--- src/rtl/div_result_bcd.sv ---
// Converts the divider's binary quotient/remainder into packed BCD with a
// one-bit-per-cycle double-dabble, holding each result until it is acknowledged.
module div_result_bcd_lane #(
    parameter int WIDTH  = 16,
    parameter int DIGITS = 5
) (
    input  logic                  clk,
    input  logic                  rst,
    input  logic                  i_cap,
    input  logic                  i_step,
    input  logic [WIDTH-1:0]      i_bin,
    output logic [4*DIGITS-1:0]   o_next
);
    logic [WIDTH-1:0]    r_bin;
    logic [4*DIGITS-1:0] r_sc;
    logic [4*DIGITS-1:0] w_adj;

    always_comb begin
        w_adj = r_sc;
        for (int d = 0; d < DIGITS; d++) begin
            if (r_sc[4*d +: 4] >= 4'd5) w_adj[4*d +: 4] = r_sc[4*d +: 4] + 4'd3;
        end
    end

    // Adjusted scratch shifted left, binary MSB entering at the bottom.
    assign o_next = {w_adj[4*DIGITS-2:0], r_bin[WIDTH-1]};

    always_ff @(posedge clk or negedge rst) begin
        if (!rst) begin
            r_bin <= '0;
            r_sc  <= '0;
        end else if (i_cap) begin
            r_bin <= i_bin;
            r_sc  <= '0;
        end else if (i_step) begin
            r_bin <= {r_bin[WIDTH-2:0], 1'b0};
            r_sc  <= o_next;
        end
    end
endmodule

module div_result_bcd #(
    parameter int WIDTH  = 16,
    parameter int DIGITS = 5
) (
    input  logic                  clk,
    input  logic                  rst,
    input  logic                  done,
    input  logic [WIDTH-1:0]      Quotient,
    input  logic [WIDTH-1:0]      Remainder,
    input  logic                  ack,
    output logic [4*DIGITS-1:0]   q_bcd,
    output logic [4*DIGITS-1:0]   r_bcd,
    output logic                  valid,
    output logic                  busy,
    output logic                  overrun
);
    localparam logic [1:0] IDLE = 2'd0;
    localparam logic [1:0] CONV = 2'd1;
    localparam logic [1:0] HOLD = 2'd2;

    logic [1:0] r_state;
    logic [4:0] r_cnt;

    logic [1:0][WIDTH-1:0]    w_bin;
    logic [1:0][4*DIGITS-1:0] w_next;
    logic w_start, w_step, w_last, w_drop;

    assign w_bin   = {Remainder, Quotient};
    assign w_start = done && (r_state == IDLE || (r_state == HOLD && ack));
    assign w_step  = (r_state == CONV);
    assign w_last  = w_step && (r_cnt == 5'(WIDTH - 1));
    assign w_drop  = done && (r_state == CONV || (r_state == HOLD && !ack));
    assign busy    = (r_state != IDLE);

    genvar g;
    generate
        for (g = 0; g < 2; g++) begin : g_lane
            div_result_bcd_lane #(.WIDTH(WIDTH), .DIGITS(DIGITS)) u_lane (
                .clk    (clk),
                .rst    (rst),
                .i_cap  (w_start),
                .i_step (w_step),
                .i_bin  (w_bin[g]),
                .o_next (w_next[g])
            );
        end
    endgenerate

    always_ff @(posedge clk or negedge rst) begin
        if (!rst) begin
            r_state <= IDLE;
            r_cnt   <= '0;
            q_bcd   <= '0;
            r_bcd   <= '0;
            valid   <= 1'b0;
            overrun <= 1'b0;
        end else begin
            if (w_drop) overrun <= 1'b1;
            if (w_start) begin
                r_state <= CONV;
                r_cnt   <= '0;
                valid   <= 1'b0;
            end else if (w_last) begin
                r_state <= HOLD;
                q_bcd   <= w_next[0];
                r_bcd   <= w_next[1];
                valid   <= 1'b1;
            end else if (w_step) begin
                r_cnt   <= r_cnt + 5'd1;
            end else if (r_state == HOLD && ack) begin
                r_state <= IDLE;
                valid   <= 1'b0;
            end
        end
    end
endmodule
--- config.mk ---
export PLATFORM = sky130hd
export DESIGN_NAME = div_result_bcd
export DESIGN_NICKNAME = d
export VERILOG_FILES = /design/src/rtl/div_result_bcd.sv
export SDC_FILE = /design/constraint.sdc
export NUM_CORES = 1
export LEC_CHECK = 0
export BUFFER_PORTS_ARGS = -buffer_cell sky130_fd_sc_hd__buf_2
export CAP_MARGIN = 20
export CORE_UTILIZATION = 45
export CTS_CLUSTER_DIAMETER = 150
export CTS_CLUSTER_SIZE = 25
export DETAILED_ROUTE_END_ITERATION = 8
export PLACE_DENSITY = 0.68
export SETUP_SLACK_MARGIN = 0.4
export SLEW_MARGIN = 20
export SYNTH_ARGS = -nofsm -noshare
export SYNTH_HDL_FRONTEND = slang
export SYNTH_SLANG_ARGS = --single-unit
--- constraint.sdc ---
create_clock -name clk -period 1.8 [get_ports clk]
set_input_delay 0.54 -clock clk [delete_from_list [all_inputs] [get_ports clk]]
set_output_delay 0.54 -clock clk [all_outputs]
set_load 0.01 [all_outputs]
Word-level counts from Yosys, hierarchy flattened
Index checks and enable logic that the tools add are counted.
{"block": "totals", "out_inout_bits": 43, "input_bits": 36, "reg_bits": 121, "wordCells": 81}
{"block": "classes", "n_mux": 29, "n_addsub": 11, "n_reduce_logical": 15, "eq_ne": 5, "n_bitwise": 1, "order_cmp": 10}
{"operator": "$mux W20", "count": 4}
{"operator": "$mux W16", "count": 4}
{"operator": "$ge A4 B3 Y1 const B", "count": 10}
{"operator": "$add A4 B2 Y4 const B", "count": 8}
{"operator": "$mux W4", "count": 8}
{"operator": "$mux W5", "count": 3}
{"operator": "$mux W2", "count": 4}
{"operator": "$add A3 B2 Y3 const B", "count": 2}
{"operator": "$mux W3", "count": 2}
{"operator": "$reduce_and A2 Y1", "count": 3}
{"operator": "$add A5 B1 Y5 const B", "count": 1}
{"operator": "$eq A5 B4 Y1 const B", "count": 1}
{"operator": "$logic_and A1 B1 Y1", "count": 5}
{"operator": "$mux W1", "count": 4}
{"operator": "$reduce_bool A2 Y1", "count": 2}
{"operator": "$ne A3 B1 Y1 const B", "count": 1}
{"operator": "$reduce_bool A3 Y1", "count": 1}
{"operator": "$eq A2 B1 Y1 const B", "count": 1}
{"operator": "$eq A2 B2 Y1 const B", "count": 1}
{"operator": "$logic_not A2 Y1", "count": 1}
{"operator": "$logic_or A1 B1 Y1", "count": 2}
{"operator": "$ne A2 B1 Y1 const B", "count": 1}
{"operator": "$logic_not A1 Y1", "count": 1}
{"operator": "$not A1 Y1", "count": 1}

Longest topological paths before layout
{"block": "depth", "depth_word": 6, "depth_mapped": 8, "mapped_depth_nobuf": 7}

Hierarchy
A second synthesis with hierarchy kept.
{"block": "unflattened", "hier_cells": 588, "area_unflattened_um2": 6227.2}
{"mod": "div_result_bcd_lane", "area_per_inst_um2": 2160.8, "cells_each": 233, "instances": 2, "seq_area_each_um2": 900.9}
{"mod": "div_result_bcd", "area_per_inst_um2": 1905.6, "cells_each": 122, "instances": 1, "seq_area_each_um2": 1201.2}

Worst setup path before layout
OpenSTA, ideal clock, no wires.
{"block": "synth_path", "path_type": "register to register", "from": "reg r_cnt[0]", "to": "reg r_cnt[3]", "slack_ns": 0.066, "path_buffers": 0, "setup_time_ns": 0.121, "arrival_time_ns": 1.613, "path_stages_with_launch": 8, "synth_period_minus_slack_ns": 1.734, "required_ns": 1.679, "path_cell_list": "dfrtp_1 -> ha_1 -> and3_1 -> ha_1 -> nor3b_1 -> nand4_1 -> xor2_1 -> nor2_1"}
{"block": "synth_between", "elab_chain_cells": 4, "elab_cells_between_ends": 8, "classes_between": "1 x add/sub; 2 x eq/ne; 3 x mux; 2 x reduce/logical"}
{"item": "from (decl)", "line_no": "63", "rtl": "logic [4:0] r_cnt;"}
{"item": "from (signal assigned)", "line_no": "110", "rtl": "r_cnt <= r_cnt + 5'd1;"}
{"item": "$add A5 B1 Y5 or $eq A5 B4 Y1 (tied branches)", "line_no": "110, 72"}
{"item": "$mux W5 or $logic_and A1 B1 Y1 (tied branches)", "line_no": "109, 72"}
{"item": "$mux W5 or $ne A2 B1 Y1 (tied branches)"}
{"item": "$mux W5 or $reduce_and A2 Y1 (tied branches)"}
Several ways; a longest one is shown, not always the timed one. The select of a mux whose other input is x is not followed.
A chain may end at the register's enable or synchronous reset.

Worst setup path after layout
{"block": "layout_path", "from": "reg r_cnt[0]", "to": "reg r_bcd[3]"}
{"block": "layout_between", "elab_chain_cells": 3}
{"item": "$eq A5 B4 Y1", "line_no": "72", "rtl": "assign w_last = w_step && (r_cnt == 5'(WIDTH - 1));"}
{"item": "$logic_and A1 B1 Y1", "line_no": "72"}
{"item": "$reduce_and A2 Y1 (no line)"}
{"item": "to (signal assigned)", "line_no": "107", "rtl": "r_bcd <= w_next[1];"}
{"item": "to (decl)", "line_no": "53", "rtl": "output logic [4*DIGITS-1:0] r_bcd,"}
Every way passes these cells.

==> impl_metrics.py <==
metrics = {
    "outcome": {
        "outcome": "finished, violations left",
        "violations": "setup timing",
    },
    "critical_path": {
        "crit_fanout": 6,
        "path_cells": "ha_2, and3_4, ha_4, buf_4, nand2_4, nor2_4, buf_6, buf_12, nor2_2, a31oi_1",
        "r2r_cells": 10,
        "cp.depth": 10,
        "slowest_delay_ns": 0.38,
        "path_class": "flop to flop",
        "worstPathArrival_ns": 2.24,
        "worst_ep_required_time_ns": 2.12,
        "critPathBufInv": 3,
        "cp_slowest_cell": "dfrtp_1",
        "cp-start-kind": "flop",
        "endpoint_kind": "flop",
        "crit_family": "simple AND/OR/NAND/NOR gates",
    },
    "grt": {
        "grt_pass1_wl_um": 32500,
        "use_met1": 0.367,
        "met2_usage": 0.602,
        "grt.overflow.total": 0,
        "antenna_found_initial": 0,
        "met3_usage": 0.0841,
        "grt_max_degree": 40,
        "grt_pass1_vias": 6082,
        "busiest_layer": "met2",
        "grt_use_total": 0.344,
    },
    "cells_and_area": {
        "instances_no_fill": 954,
        "area_growth_syn_to_layout_pct": 87.5,
        "drive_gt1_frac": 0.665,
        "final_nets": 852,
        "diodes": 0,
    },
    "clocking": {
        "clk_pin_slew_ns": 0.06,
        "cts_buffer_depth": 2,
        "cts_tree": "built",
        "clk_latency_ns": 0.44,
        "clockRootBuffer": "clkbuf_16",
        "cts.sinks": 120,
        "cts_buffers": 17,
        "htree_levels": 4,
    },
    "yosys": {
        "synth_ff_type": "dfrtp_1",
        "synth_adder_area_share": 0.0498,
        "synthArstFlopShare": 1.00,
        "synthTopCellsByArea": "dfrtp_1, o21ai_0, a222oi_1",
        "synth-compound-area-share": 0.176,
        "syn-instance-count": 538,
        "synth_common_cells": "dfrtp_1, o21ai_0, nand2_1",
        "synth-xor-area-share": 0.0190,
        "synth_area_mm2": 0.00553,
        "yosysMostFrequentCell": "dfrtp_1",
        "synth_top_area_frac": 0.543,
        "ys_types": 32,
        "synth.avg_cell_area_um2": 10.3,
        "synth-simple-area-share": 0.121,
        "synth_top_area_cell": "dfrtp_1",
        "syn_nets": 596,
        "synth_top_family_by_area": "compound AO/OA/AOI/OAI gates",
        "synth.mux.area_fraction": 0.0245,
        "synth-seq-cells": 120,
        "ys_seq_area_frac": 0.543,
        "synth_edf_count": 0,
        "yosys_warnings": 0,
    },
    "floorplan": {
        "dieArea_mm2": 0.0127,
        "ios": 79,
        "start_util": 0.460,
        "rows": 40,
        "fp.coreArea_mm2": 0.0120,
        "die_w_um": 113,
        "die_h_um": 113,
    },
    "min_path": {
        "hold_class": "input pin to flop",
        "worst_hold_path.num_cells": 3,
    },
    "power": {
        "switching_power_w": 0.00914,
        "p_int_w": 0.0136,
        "irDropWorstVdd_mv": 1.22,
        "finalPower_w": 0.0227,
        "p_clk_frac": 0.167,
        "power_frac_comb": 0.611,
        "p_leak_nw": 5.11,
        "power_density_mw_per_mm2": 2190,
        "netSwitchingFraction": 0.403,
        "seqPwrFrac": 0.222,
    },
    "detailed_routing": {
        "vias": 5942,
        "ant_nets": 0,
        "wl_per_cell_um": 26.3,
        "via_per_inst": 6.23,
        "drtIter0Drc": 633,
        "drc_errors": 0,
        "first_pass_iters": 5,
        "wirelength_um": 25100,
    },
    "job": {
        "maxCapViolations": 0,
    },
    "sta": {
        "hold_viol": 0,
        "worst_pin_slew_ns": 0.430,
        "fin_tns_setup_ns": -0.285,
        "rsz0062_at_grt": "true",
        "setup_slack_ns": -0.121,
        "post-route-period-util": 1.07,
        "fmax_mhz": 521,
        "max_slew_margin": 0.710,
        "finalSetupViolCount": 7,
        "period_needed_ns": 1.92,
        "finalMaxSlewViolations": 0,
        "fin_skew_ns": 0.0152,
    },
    "place": {
        "gp_congestion": 0.762,
        "post-place-cells": 747,
        "io_buffers": 78,
        "place_ws_ns": 0.106,
        "hpwlAfterDp_um": 7890,
    },
}
-- cell families (layout without fill, tap and decap cells) --
logic type / count (synthesis) / count (layout)
xor+xnor: 12 / 12
mux: 12 / 12
simple gates: 136 / 136
flops: 120 / 120
buf+inv: 81 / 350
fa+ha+maj: 22 / 22
compound gates: 155 / 155
-- layout make-up --
| class | instances | area (um2) |
|---|---|---|
| Clock buffer | 24 | 502 |
| Timing Repair Buffer | 267 | 2970 |
| Clock inverter | 8 | 140 |
| Multi-Input combinational cell | 337 | 3370 |
| Fill cell | 480 | 1650 |
| Inverter | 51 | 191 |
| Tap cell | 147 | 184 |
| Sequential cell | 120 | 3010 |
-- through the flow --
stage | hold slack, ns | utilization | instance area (um2)
2_1_floorplan | 0.244 | - | 5720
3_3_place_gp | 0.430 | 0.524 | 6300
3_5_place_dp | 0.434 | 0.524 | 6300
4_1_cts | 0.326 | 0.773 | 9280
5_1_grt | 0.359 | 0.863 | 10400
6_report | 0.335 | 0.863 | 10400
-- state kept, by name, indices dropped and copies added, names as in the netlist --
signal               count
g_lane.u_lane.r_sc      40
g_lane.u_lane.r_bin     32
q_bcd                   20
r_bcd                   20
r_cnt                    5
overrun                  1
r_state                  1
valid                    1
-- per-layer routing --
metal  up-vias  wire length [um]
li1       2426                 -
met1      2979              8870
met2       389             12600
met3       148              1970
met4         0              1670
met5         -                 0
-- final timing paths --
check / start / to / slack, ns
max: r_cnt[0] / r_bcd[3] / -0.12
min: Quotient[14] / g_lane[0].u_lane.r_bin[14] / 0.34
max reg2reg: r_cnt[0] / r_bcd[3] / -0.12
min reg2reg: g_lane[0].u_lane.r_bin[8] / g_lane[0].u_lane.r_bin[8] / 0.49
max in group asynchronous: rst / r_state[0] / 0.53
min in group asynchronous: rst / g_lane[0].u_lane.r_sc[5] / 0.53
-- worst reg2reg max path: cells and delay by family (launching register included) --
kind / cells / cell delay, ns
flops: 1 / 0.38
simple gates: 4 / 0.47
compound gates: 1 / 0.25
fa+ha+maj: 2 / 0.34
buf+inv: 3 / 0.38
-- power groups by stage --
stage	Sequential (W)	Combinational, W	Clock, W
5_1_grt	0.00510	0.0144	0.00392
3_3_place_gp	0.00467	0.00530	0
4_1_cts	0.00471	0.0106	0.00372
3_5_place_dp	0.00472	0.00554	0
6_report	0.00504	0.0139	0.00380
2_1_floorplan	0.00468	0.00391	0
-- timing repair --
| action | in CTS | in global routing |
|---|---|---|
| hold buffers | 1 | 0 |
| pin swaps | 93 | 39 |
| setup endpoints to repair | 159 | 162 |
| gates cloned | 30 | 3 |
| endpoints found under the hold margin | 13 | 0 |
| gates resized for setup | 234 | 153 |
| buffers inserted | 104 | 37 |
-- cells in the final DEF (no fill, tap or decap), types with 5 or more instances in the layout --
cell type    n
a21oi_4      8
nand2_1     16
clkbuf_8     5
a222oi_1    30
xnor2_2      5
buf_2       67
ha_2         9
nor3b_1      8
nand2_4     42
buf_4       95
nor2_2       9
a21oi_1      6
buf_12      26
inv_1       32
o21ai_2     59
o21ai_0      8
clkbuf_16   20
buf_6       44
nand2b_4    11
dfrtp_1    116
a31oi_1     10
buf_16      28
mux2_4      12
nand2_2     16
o21ai_1     17
ha_4        10
inv_2       19
or3b_2      10
(Power assumes the default switching activity.)
